$ cat src/rtl/fxp_acc_ctrl.sv
// fxp_acc_ctrl: shares one external fixed-point accumulator among N_REQ
// requesters. Jobs are granted round-robin; each job clears the accumulator,
// streams req_len+1 samples into it, then returns the sum, the overflow flag
// and the owning requester id through a valid/ready result port.
//
// Build option: define FXP_ACC_CTRL_ABORT_EN to stop feeding the accumulator
// once it reports overflow during a job. The remaining samples are still
// accepted so the requester's stream stays in step with the job length.
module fxp_acc_ctrl #(
  parameter int N_REQ  = 4,
  parameter int WL_IN  = 32,
  parameter int WL_OUT = 32,
  parameter int LEN_W  = 8,
  parameter int ID_W   = 2
) (
  input  logic                   clk,
  input  logic                   rst,
  input  logic [N_REQ-1:0]       req_valid,
  input  logic [N_REQ*LEN_W-1:0] req_len,
  output logic [N_REQ-1:0]       gnt,
  input  logic                   s_valid,
  input  logic [WL_IN-1:0]       s_data,
  output logic                   s_ready,
  output logic [WL_IN-1:0]       acc_din,
  output logic                   acc_rst_n,
  input  logic [WL_OUT-1:0]      acc_dout,
  input  logic                   acc_ovf,
  output logic                   r_valid,
  output logic [WL_OUT-1:0]      r_data,
  output logic                   r_ovf,
  output logic [ID_W-1:0]        r_id,
  input  logic                   r_ready
);

  typedef enum logic [2:0] {
    ST_IDLE,
    ST_CLEAR,
    ST_RUN,
    ST_DRAIN,
    ST_DONE
  } state_t;

  state_t             state_reg, state_next;
  logic [LEN_W-1:0]   cnt_reg, cnt_next;
  logic [ID_W-1:0]    id_reg, id_next;
  logic [ID_W-1:0]    ptr_reg, ptr_next;
  logic [N_REQ-1:0]   gnt_reg, gnt_next;
  logic               r_valid_reg, r_valid_next;
  logic [WL_OUT-1:0]  r_data_reg, r_data_next;
  logic               r_ovf_reg, r_ovf_next;
  logic [ID_W-1:0]    r_id_reg, r_id_next;

  // Per-requester length fields, unpacked for indexing by the winner id.
  logic [LEN_W-1:0]   len_arr [N_REQ];

  generate
    for (genvar gi = 0; gi < N_REQ; gi++) begin : g_len
      assign len_arr[gi] = req_len[gi*LEN_W +: LEN_W];
    end
  endgenerate

  // Round-robin pick: lowest requester at or above the pointer, otherwise
  // wrap around to the lowest requester overall.
  logic               sel_found;
  logic               hi_found;
  logic [ID_W-1:0]    hi_id;
  logic [ID_W-1:0]    lo_id;
  logic [ID_W-1:0]    sel_id;
  logic [ID_W-1:0]    sel_ptr;

  // Arbiter: scan downward so the lowest qualifying index is written last.
  always_comb begin
    sel_found = 1'b0;
    hi_found  = 1'b0;
    hi_id     = '0;
    lo_id     = '0;
    for (int i = N_REQ - 1; i >= 0; i--) begin
      if (req_valid[i]) begin
        sel_found = 1'b1;
        lo_id     = ID_W'(i);
        if (ID_W'(i) >= ptr_reg) begin
          hi_found = 1'b1;
          hi_id    = ID_W'(i);
        end
      end
    end
    sel_id  = hi_found ? hi_id : lo_id;
    sel_ptr = (sel_id == ID_W'(N_REQ - 1)) ? '0 : sel_id + 1'b1;
  end

  // Next-state and register-update logic for the job sequencer.
  always_comb begin
    state_next   = state_reg;
    cnt_next     = cnt_reg;
    id_next      = id_reg;
    ptr_next     = ptr_reg;
    gnt_next     = gnt_reg;
    r_valid_next = r_valid_reg;
    r_data_next  = r_data_reg;
    r_ovf_next   = r_ovf_reg;
    r_id_next    = r_id_reg;
    case (state_reg)
      ST_IDLE: begin
        if (sel_found) begin
          id_next    = sel_id;
          cnt_next   = len_arr[sel_id];
          ptr_next   = sel_ptr;
          gnt_next   = {{(N_REQ-1){1'b0}}, 1'b1} << sel_id;
          state_next = ST_CLEAR;
        end
      end
      ST_CLEAR: begin
        state_next = ST_RUN;
      end
      ST_RUN: begin
        // s_ready is high throughout RUN, so s_valid alone marks a transfer.
        if (s_valid) begin
          cnt_next = cnt_reg - 1'b1;
          if (cnt_reg == '0) begin
            state_next = ST_DRAIN;
          end
        end
      end
      ST_DRAIN: begin
        // Accumulator output now includes the final sample.
        r_data_next  = acc_dout;
        r_ovf_next   = acc_ovf;
        r_id_next    = id_reg;
        r_valid_next = 1'b1;
        gnt_next     = '0;
        state_next   = ST_DONE;
      end
      ST_DONE: begin
        if (r_ready) begin
          r_valid_next = 1'b0;
          state_next   = ST_IDLE;
        end
      end
      default: begin
        state_next = ST_IDLE;
      end
    endcase
  end

  // State and datapath registers with synchronous active-low reset.
  always_ff @(posedge clk) begin
    if (!rst) begin
      state_reg   <= ST_IDLE;
      cnt_reg     <= '0;
      id_reg      <= '0;
      ptr_reg     <= '0;
      gnt_reg     <= '0;
      r_valid_reg <= 1'b0;
      r_data_reg  <= '0;
      r_ovf_reg   <= 1'b0;
      r_id_reg    <= '0;
    end else begin
      state_reg   <= state_next;
      cnt_reg     <= cnt_next;
      id_reg      <= id_next;
      ptr_reg     <= ptr_next;
      gnt_reg     <= gnt_next;
      r_valid_reg <= r_valid_next;
      r_data_reg  <= r_data_next;
      r_ovf_reg   <= r_ovf_next;
      r_id_reg    <= r_id_next;
    end
  end

  // Handshake outputs are forced low while reset is asserted so that no
  // transfer can be seen in the cycle the reset arrives.
  logic accept;

  assign s_ready   = rst & (state_reg == ST_RUN);
  assign accept    = s_valid & s_ready;
  assign acc_rst_n = rst & (state_reg != ST_CLEAR);
  assign gnt       = rst ? gnt_reg : '0;
  assign r_valid   = rst & r_valid_reg;
  assign r_data    = r_data_reg;
  assign r_ovf     = r_ovf_reg;
  assign r_id      = r_id_reg;

`ifdef FXP_ACC_CTRL_ABORT_EN
  // Once the accumulator overflows, feed zeros for the rest of the job.
  assign acc_din = (accept & ~acc_ovf) ? s_data : '0;
`else
  // Every accepted sample reaches the accumulator; idle cycles feed zero.
  assign acc_din = accept ? s_data : '0;
`endif

endmodule
$ cat config.mk
export PLATFORM = sky130hd
export DESIGN_NAME = fxp_acc_ctrl
export DESIGN_NICKNAME = d
export VERILOG_FILES = /design/src/rtl/fxp_acc_ctrl.sv
export SDC_FILE = /design/constraint.sdc
export NUM_CORES = 1
export LEC_CHECK = 0
export BUFFER_PORTS_ARGS = -buffer_cell sky130_fd_sc_hd__buf_2
export CORE_MARGIN = 5
export CORE_UTILIZATION = 43
export DETAILED_ROUTE_END_ITERATION = 8
export GPL_ROUTABILITY_DRIVEN = 0
export GPL_TIMING_DRIVEN = 0
export HOLD_SLACK_MARGIN = 0.02
export PLACE_DENSITY = 0.8
export REMOVE_ABC_BUFFERS = 1
export SKIP_CTS_REPAIR_TIMING = 1
export SYNTH_ARGS = -nofsm -noshare
export SYNTH_HDL_FRONTEND = slang
export SYNTH_SLANG_ARGS = --single-unit
$ cat constraint.sdc
create_clock -name clk -period 2.1 [get_ports clk]
set_input_delay 0.105 -clock clk [delete_from_list [all_inputs] [get_ports clk]]
set_output_delay 0.105 -clock clk [all_outputs]
set_load 0.01 [all_outputs]
### Word-level counts from Yosys, hierarchy flattened

Cells that the tools add are included.

| storage, ports and cells | value |
|---|---|
| register bits after elaboration | 55 |
| input port bits | 105 |
| output and inout bits | 74 |
| word-level logic and storage cells | 85 |

| cells by class | value |
|---|---|
| add/sub/neg operators | 2 |
| magnitude comparators | 5 |
| equal/unequal tests | 10 |
| shift operators | 1 |
| mux-type cells | 43 |
| bitwise gates (word level) | 5 |
| reduce and logical (&&, ||, !) cells | 10 |

Operators by type and width:

| cell | number |
|---|---|
| 32-bit 2-to-1 mux | 1 |
| 8-bit 2-to-1 mux | 4 |
| 2-bit 2-to-1 mux | 14 |
| 8-bit binary-select mux with 2-bit select | 1 |
| 8-bit one-hot mux with 2 select lines | 1 |
| 3-bit one-hot mux with 5 select lines | 1 |
| 1-bit 2-to-1 mux | 13 |
| 3-bit 2-to-1 mux | 4 |
| 8-bit logical NOT | 1 |
| 4-bit 2-to-1 mux | 2 |
| 2-bit != test, second input constant | 4 |
| 4-bit one-hot mux with 2 select lines | 1 |
| 8-bit by 1-bit subtractor with 8-bit output, second input constant | 1 |
| 3-bit by 2-bit equality test with 1-bit output, second input constant | 2 |
| 2-bit AND reduction | 3 |
| 2-bit nonzero test | 3 |
| 1-bit AND | 4 |
| 1-bit by 2-bit >= comparator with 1-bit output, first input constant | 2 |
| 2-bit >= comparator, first input constant | 2 |
| 4-bit AND reduction | 1 |
| 1-bit by 2-bit << shifter with 4-bit output, first input constant | 1 |
| 3-bit by 1-bit equality test with 1-bit output, second input constant | 1 |
| 3-bit equality test, second input constant | 1 |
| 3-bit >= comparator, second input constant | 1 |
| other kinds (7) | 7 |

### Depth between registers and ports, before layout

Gate-level depths: netlist (run 1).

| depth | value |
|---|---|
| word-level depth | 16 |
| depth in mapped cells | 9 |
| gate-level depth less buffers | 7 |

### Least setup slack after synthesis (run 1)

No wires, ideal clock.

| timing | value |
|---|---|
| kind | register to register |
| start point | register ptr_reg[0] |
| end point | register cnt_reg[3] |
| setup time | 0.127 ns |
| data arrival time | 1.534 ns |
| data required time | 1.973 ns |
| setup slack | 0.439 ns |
| stages on the path, launching flop included | 9 |
| buffers on the path | 1 |
| clock period less this slack | 1.661 ns |
| path through | dfxtp_1 > and2b_1 > nor4_1 > or2_1 > buf_6 > inv_6 > mux2i_1 > nor4_1 > or3_1 |

| on the way | value |
|---|---|
| cells in the longest elaborated chain, start to end | 16 |
| elaborated cells on any way between the ends | 27 |
| those cells by class | order compare (4); mux (22); bitwise (1) |

RTL lines:

| item | line | text |
|---|---|---|
| start, declared | 46 | `logic [ID_W-1:0] ptr_reg, ptr_next;` |
| start signal, assigned | 161 | `ptr_reg <= ptr_next;` |
| 2-bit >= comparator | 81 | `if (ID_W'(i) >= ptr_reg) begin` |
| 2-bit 2-to-1 mux / 1-bit 2-to-1 mux (equally long branches) | 81 |  |
| 2-bit 2-to-1 mux / 1-bit 2-to-1 mux (equally long branches) | 78 | `if (req_valid[i]) begin` |
| 2-bit 2-to-1 mux / 1-bit 2-to-1 mux (equally long branches) | 81 |  |
| 2-bit 2-to-1 mux / 1-bit 2-to-1 mux (equally long branches) | 78 |  |
| 2-bit 2-to-1 mux / 1-bit 2-to-1 mux (equally long branches) | 81 |  |
| 2-bit 2-to-1 mux / 1-bit 2-to-1 mux (equally long branches) | 78 |  |
| 2-bit 2-to-1 mux / 1-bit 2-to-1 mux (equally long branches) | 81 |  |
| 2-bit 2-to-1 mux / 1-bit 2-to-1 mux (equally long branches) | 78 |  |
| 2-bit 2-to-1 mux (*) | 87 | `sel_id = hi_found ? hi_id : lo_id;` |
| named net sel_id[0] | 68 | `logic [ID_W-1:0] sel_id;` |
| 2-bit NOT with 3-bit output (implied by the code) (*) | 106 | `cnt_next = len_arr[sel_id];` |
| 8-bit binary-select mux with 2-bit select (*) | 106 |  |
| 8-bit 2-to-1 mux (implied by the code) (*) (2 in series) | 106 |  |
| 8-bit 2-to-1 mux (*) | 104 | `if (sel_found) begin` |
| 8-bit one-hot mux with 2 select lines (*) | 102 | `case (state_reg)` |
| end signal, assigned | 159 | `cnt_reg <= cnt_next;` |
| end, declared | 44 | `logic [LEN_W-1:0] cnt_reg, cnt_next;` |

Mark *: on every way through the listed nets, which the timed path passes. The rest lies on a longest branch. The select of a mux whose other input is x is not followed.
A chain may end at the register's enable or synchronous reset.

### Final worst setup path (run 1)

| timing | value |
|---|---|
| start point | register ptr_reg[0] |
| end point | register cnt_reg[3] |

| on the way | value |
|---|---|
| cells in the longest elaborated chain, start to end | 16 |
| elaborated cells on any way between the ends | 27 |
| those cells by class | order compare (4); mux (22); bitwise (1) |

RTL lines:

| item | line |
|---|---|
| 2-bit >= comparator | 81 |
| 2-bit 2-to-1 mux / 1-bit 2-to-1 mux (equally long branches) | 81 |
| 2-bit 2-to-1 mux / 1-bit 2-to-1 mux (equally long branches) | 78 |
| 2-bit 2-to-1 mux / 1-bit 2-to-1 mux (equally long branches) | 81 |
| 2-bit 2-to-1 mux / 1-bit 2-to-1 mux (equally long branches) | 78 |
| 2-bit 2-to-1 mux / 1-bit 2-to-1 mux (equally long branches) | 81 |
| 2-bit 2-to-1 mux / 1-bit 2-to-1 mux (equally long branches) | 78 |
| 2-bit 2-to-1 mux / 1-bit 2-to-1 mux (equally long branches) | 81 |
| 2-bit 2-to-1 mux / 1-bit 2-to-1 mux (equally long branches) | 78 |
| 2-bit 2-to-1 mux (*) | 87 |
| 2-bit NOT with 3-bit output (implied by the code) (*) | 106 |
| 8-bit binary-select mux with 2-bit select (*) | 106 |
| 8-bit 2-to-1 mux (implied by the code) (*) (2 in series) | 106 |
| 8-bit 2-to-1 mux (*) | 104 |
| 8-bit one-hot mux with 2 select lines (*) | 102 |

Every way passes the cells marked *; elsewhere a longest branch is shown, timed or not. The select of a mux whose other input is x is not followed.

==> metrics.yaml, run 1 <==
synth:
  yosys.area_share.adder_pct: 2.564
  ys_types: 48
  ys.warnings.count: 0
  synth_common_cells: "99 x nand2_1, 55 x dfxtp_1, 38 x and2_1"
  synth_top_family_by_area: "simple AND/OR/NAND/NOR gates"
  async_flop_share_pct: 0
  yosysMostFrequentCell: "nand2_1"
  syn-instance-count: 368
  synth_compound_area_share_pct: 19.32
  synth_area_per_cell_sq_um: 7.956
  seq_area_frac_synth_pct: 37.61
  ys.flop_type: "dfxtp_1"
  synth_edf_count: 0
  synth_top_area_cell: "dfxtp_1"
  synthXorXnorAreaFrac_pct: 0.8974
  ys_top_cells_by_area: "dfxtp_1 38%, nand2_1 13%, a21boi_0 9.0%, and2_1 8.1%, mux2i_1 5.5%"
  netlist_area_sq_mm: 0.002928
  synth_top_area_share_pct: 37.61
  synthSimpleGateAreaFrac_pct: 29.70
  synth-seq-cells: 55
  synth_mux_area_share_pct: 5.470
die:
  core_sq_mm: 0.006719
  pin_count: 179
  die_x_um: 92.52
  die_h_um: 92.52
  row_count: 30
  initial_core_util_pct: 43.58
  die_area_sq_mm: 0.008559
routing:
  drc: 0
  finalWirelength_um: 8140
  vias: 3005
  ant_nets: 0
  wl_per_cell_um: 13.26
  dr.pass1.iters: 5
  vias_per_cell: 4.894
  drt_iter0_drc: 110
cts:
  numCtsBuffers: 5
  clock-sinks: 55
  cts-root-buf: "clkbuf_8"
  worstSkewPairLatency_ns: 0.31
  cts_tree: "yes"
  clk_pin_slew_worst_paths_ns: 0.11
  clockBufferDepth: 2
  cts.htree.levels: 2
timing:
  maxSlewViolCount: 0
  fmax_ghz: 0.5139
  rsz0062_at_grt: "no"
  fin_skew_ns: 0.009726
  period_minus_slack_ns: 1.946
  final-setup-viol-count: 0
  relSlewSlack_pct: 38.11
  hold_ws_ns: 0.03492
  final_hold_viol_count: 0
  period_share_pct: 92.66
  tightest_slew_ns: 0.9284
global_route:
  gr-usage-met1_pct: 23.04
  use_met3_pct: 4.062
  grt_antenna_before_repair: 0
  grt_use_total_pct: 17.83
  grt_pass1_vias: 2825
  grt_pass1_wl_um: 12870
  met2_usage_pct: 29.79
  busiest_layer: "met2"
  grt_max_degree: 65
  grt-ovfl-total: 0
setup_path:
  r2r_slack_ns: 0.15
  cp.required_ns: 2.30
  end_kind: "flop"
  path_class: "reg2reg"
  start_kind: "flop"
  critPathMaxFanout: 18
  arrival_ns: 2.14
pwr:
  p_leak_uw: 0.001969
  ir_worst_vdd_v: 0.0004972
  cellPowerDensity_mw_per_mm2: 901.7
  power_uw: 3592
layout:
  area_growth_pct: 36.07
  largest_reg_flops: 32
  final_area_sq_mm: 0.003984
  nets: 644
  diodes: 0
  post-route-util_pct: 59.29
  final_layout_size_suffix_gt1_share_pct: 37.83
  fin_cells: 614
min_path:
  holdCritPathClass: "in2reg"
placement:
  dp_cells: 605
  dp_hpwl_um: 6269
  dpl_cell_area_sq_mm: 0.003866
  port_buffers: 178
run_status:
  status: "completed"
run:
  cap_violations: 0
[critical path, cell delays in order, from the launching register on]
cell,delay [ns]
dfxtp_1,0.38
and2b_1,0.21
nor4_1,0.31
or2_4,0.24
inv_6,0.10
mux2i_1,0.17
nor4_1,0.06
or3_1,0.36
[layer usage]
layer	part of all wire [%]	up-vias
met5	0	-
met4	0.34	0
met3	8.5	4
met2	46	119
met1	45	1314
li1	-	1568
[metrics by stage]
| step | TNS, ns | setup WS (ns) |
|---|---|---|
| floorplan | -6.923 | -0.1395 |
| global placement | -55.72 | -0.9508 |
| detailed placement | -0.5127 | -0.1100 |
| CTS | -0.8458 | -0.1267 |
| global route | 0 | 0.008769 |
| finish | 0 | 0.1542 |
[placed cells by master (no fill, tap or decap), types with 2 or more instances in the layout]
master / instances
a21boi_0: 35
a21boi_1: 8
a21o_1: 2
a21oi_1: 5
a221o_1: 2
a31oi_1: 3
a32oi_1: 2
and2_1: 38
buf_2: 178
clkbuf_8: 5
dfxtp_1: 54
ha_1: 6
inv_1: 4
inv_2: 2
mux2i_1: 16
nand2_1: 99
nand3_1: 5
nor2_1: 9
nor2_2: 3
nor2b_1: 2
nor3_1: 4
nor3_2: 2
nor3b_1: 2
nor4_1: 5
nor4b_1: 2
o21ai_0: 5
o21ai_1: 2
o221ai_1: 5
or3_1: 2
xnor2_1: 3
[cell type report]
type	instances	area, sq um
sequential	55	1102
clock buffer	5	68.82
multi-input combinational	283	1714
inverter	7	31.28
clock inverter	3	27.53
fill	647	2735
timing repair buffer	181	939.7
tap	80	100.1
[cell families (layout without fill, tap and decap cells)]
kind of cell | after synthesis | after routing
compound gates | 76 | 76
mux | 16 | 16
flops | 55 | 55
fa+ha+maj | 6 | 6
simple gates | 182 | 182
buf+inv | 30 | 196
xor+xnor | 3 | 3
[path summary, 6_finish.rpt]
kind / start / to / cells after the start
worst max-delay path: ptr_reg[0] / cnt_reg[3] / 7
worst max register to register: ptr_reg[0] / cnt_reg[3] / 7
worst min register to register: id_reg[1] / id_reg[1] / 2
worst min-delay path: acc_dout[12] / r_data[12] / 3
[where the power goes]
group	total (uW)	internal (uW)	switching, uW
registers	1440	1250	199
clock network	607	246	361
logic	1540	660	880
(Power assumes the default switching activity.)
==> inputs of run 2 (changes only) <==
Settings changed: CORE_ASPECT_RATIO from default to 0.5.
==> metrics.yaml, run 2 (synthesized netlist as in run 1, its figures left out) <==
run_status:
  status: "completed"
routing:
  wl_per_cell_um: 12.67  # -4.5%
  drt_iter0_drc: 163  # +48%
  vias: 3050  # +1.5%
  finalWirelength_um: 7917  # -2.7%
  ant_nets: 0  # unchanged
  vias_per_cell: 4.880  # -0.29%
  dr.pass1.iters: 4  # -1
  drc: 0  # unchanged
cts:
  cts_tree: "yes"
  cts.htree.levels: 2  # unchanged
  clk_pin_slew_worst_paths_ns: 0.07  # -0.04 ns
  clock-sinks: 55  # unchanged
  clockBufferDepth: 2  # unchanged
  worstSkewPairLatency_ns: 0.29  # -0.02 ns
  cts-root-buf: "clkbuf_16"
  numCtsBuffers: 5  # unchanged
setup_path:
  cp.required_ns: 2.32  # +0.02 ns
  r2r_slack_ns: 0.16  # about the same
  start_kind: "flop"
  critPathMaxFanout: 18  # unchanged
  cp_slowest_stage_delay_ns: 0.37  # about the same
  worstReg2RegStart: "ptr_reg[0]"
  arrival_ns: 2.17  # +0.03 ns
  path_class: "reg2reg"
  slowest_stage: "a221o_1"
  startpoint: "ptr_reg[0]"
  critical_path_buf_inv_count: 1  # unchanged
  path_cells: "and2b_1 -> nor4_1 -> or2_4 -> inv_6 -> mux2i_1 -> a221o_1 -> a31oi_1"
  path_delay_family: "simple AND/OR/NAND/NOR gates"
  end_kind: "flop"
global_route:
  grt_use_total_pct: 17.27  # -0.56 points
  grt-ovfl-total: 0  # unchanged
  grt_max_degree: 65  # unchanged
  grt_pass1_vias: 2898  # +2.6%
  grt_antenna_before_repair: 0  # unchanged
  grt_pass1_wl_um: 12410  # -3.6%
die:
  row_count: 21  # -30%
  die_area_sq_mm: 0.008659  # +1.2%
  initial_core_util_pct: 44.04  # +0.47 points
  die_h_um: 68.35  # -26%
  core_sq_mm: 0.006648  # -1.1%
  pin_count: 179  # unchanged
  die_x_um: 126.7  # +37%
pwr:
  ir_worst_vdd_v: 0.0004843  # -2.6%
  p_leak_uw: 0.002006  # +1.9%
  cellPowerDensity_mw_per_mm2: 965.8  # +7.1%
timing:
  maxSlewViolCount: 0  # unchanged
  relSlewSlack_pct: 50.94  # +13 points
  rsz0062_at_grt: "no"
  period_minus_slack_ns: 1.941  # -0.004986 ns
  hold_ws_ns: 0.05263  # +0.01771 ns
  final-setup-viol-count: 0  # unchanged
  fin_skew_ns: 0.005215  # -0.004511 ns
  fmax_ghz: 0.5152  # +0.26%
  period_share_pct: 92.42  # -0.24 points
  tightest_slew_ns: 0.7359  # -0.1925 ns
  final_hold_viol_count: 0  # unchanged
  fin_ws_ns: 0.1591  # +0.004986 ns
  fin_tns_setup_ns: 0  # unchanged
layout:
  largest_reg_flops: 32  # unchanged
  multi_input_area_sq_mm: 0.001725  # +0.66%
  layout_common_cells: "177 x buf_2, 99 x nand2_1, 54 x dfxtp_1"
  diodes: 0  # unchanged
  final_area_sq_mm: 0.004069  # +2.1%
  final_common_cell: "buf_2"
  area_growth_pct: 38.97
  final-seq-area_sq_mm: 0.001105  # +0.23%
  fillers: 625  # -3.4%
  post-route-util_pct: 61.21  # +1.9 points
  final_layout_size_suffix_gt1_share_pct: 37.90  # +0.071 points
  nets: 643  # -0.16%
min_path:
  holdCritPathClass: "in2reg"
  hp-start: "acc_dout[9]"
placement:
  dpl_cell_area_sq_mm: 0.003869  # about the same
  port_buffers: 178  # unchanged
  dp_hpwl_um: 6112  # -2.5%
  dp_slack_ns: -0.1288  # -0.01879 ns
run:
  cap_violations: 0  # unchanged
run 2: routing by layer:
metal  track usage, %  wire (um)  up-vias
met5                0          0        -
met4            4.947        114        0
met3            3.819        537        9
met2            33.62       4017      106
met1            19.40       3247     1361
li1                 -          -     1574
run 2: worst paths after layout:
path | end | depth (start not counted)
max | cnt_reg[0] | 7
min | r_data[9] | 3
max reg2reg | cnt_reg[0] | 7
min reg2reg | id_reg[0] | 2
run 2: tightest hold or removal path, cell delays in order:
cell and delay, ns:
buf_2 0.09, nand2_1 0.04, a21boi_0 0.06
run 2: area by class of cell:
cell class / instances / area share, %
clock inverter: 3 / 1.169
timing repair buffer: 180 / 22.60
multi-input combinational: 283 / 42.40
tap: 92 / 2.829
clock buffer: 5 / 3.075
sequential: 55 / 27.15
inverter: 7 / 0.7688
run 2: through the flow:
step	instances	power [uW]
after floorplan	345	2450
after global placement	615	2917
after detailed placement	617	2961
after CTS	625	3929
after global routing	625	4225
final	625	3930
run 2: power by group:
| part | total (uW) | internal (uW) | switching [uW] | leakage, uW |
|---|---|---|---|---|
| Clock | 955 | 569 | 386 | 0.0000844 |
| Combinational | 1530 | 653 | 877 | 0.00147 |
| Sequential | 1440 | 1250 | 194 | 0.000448 |
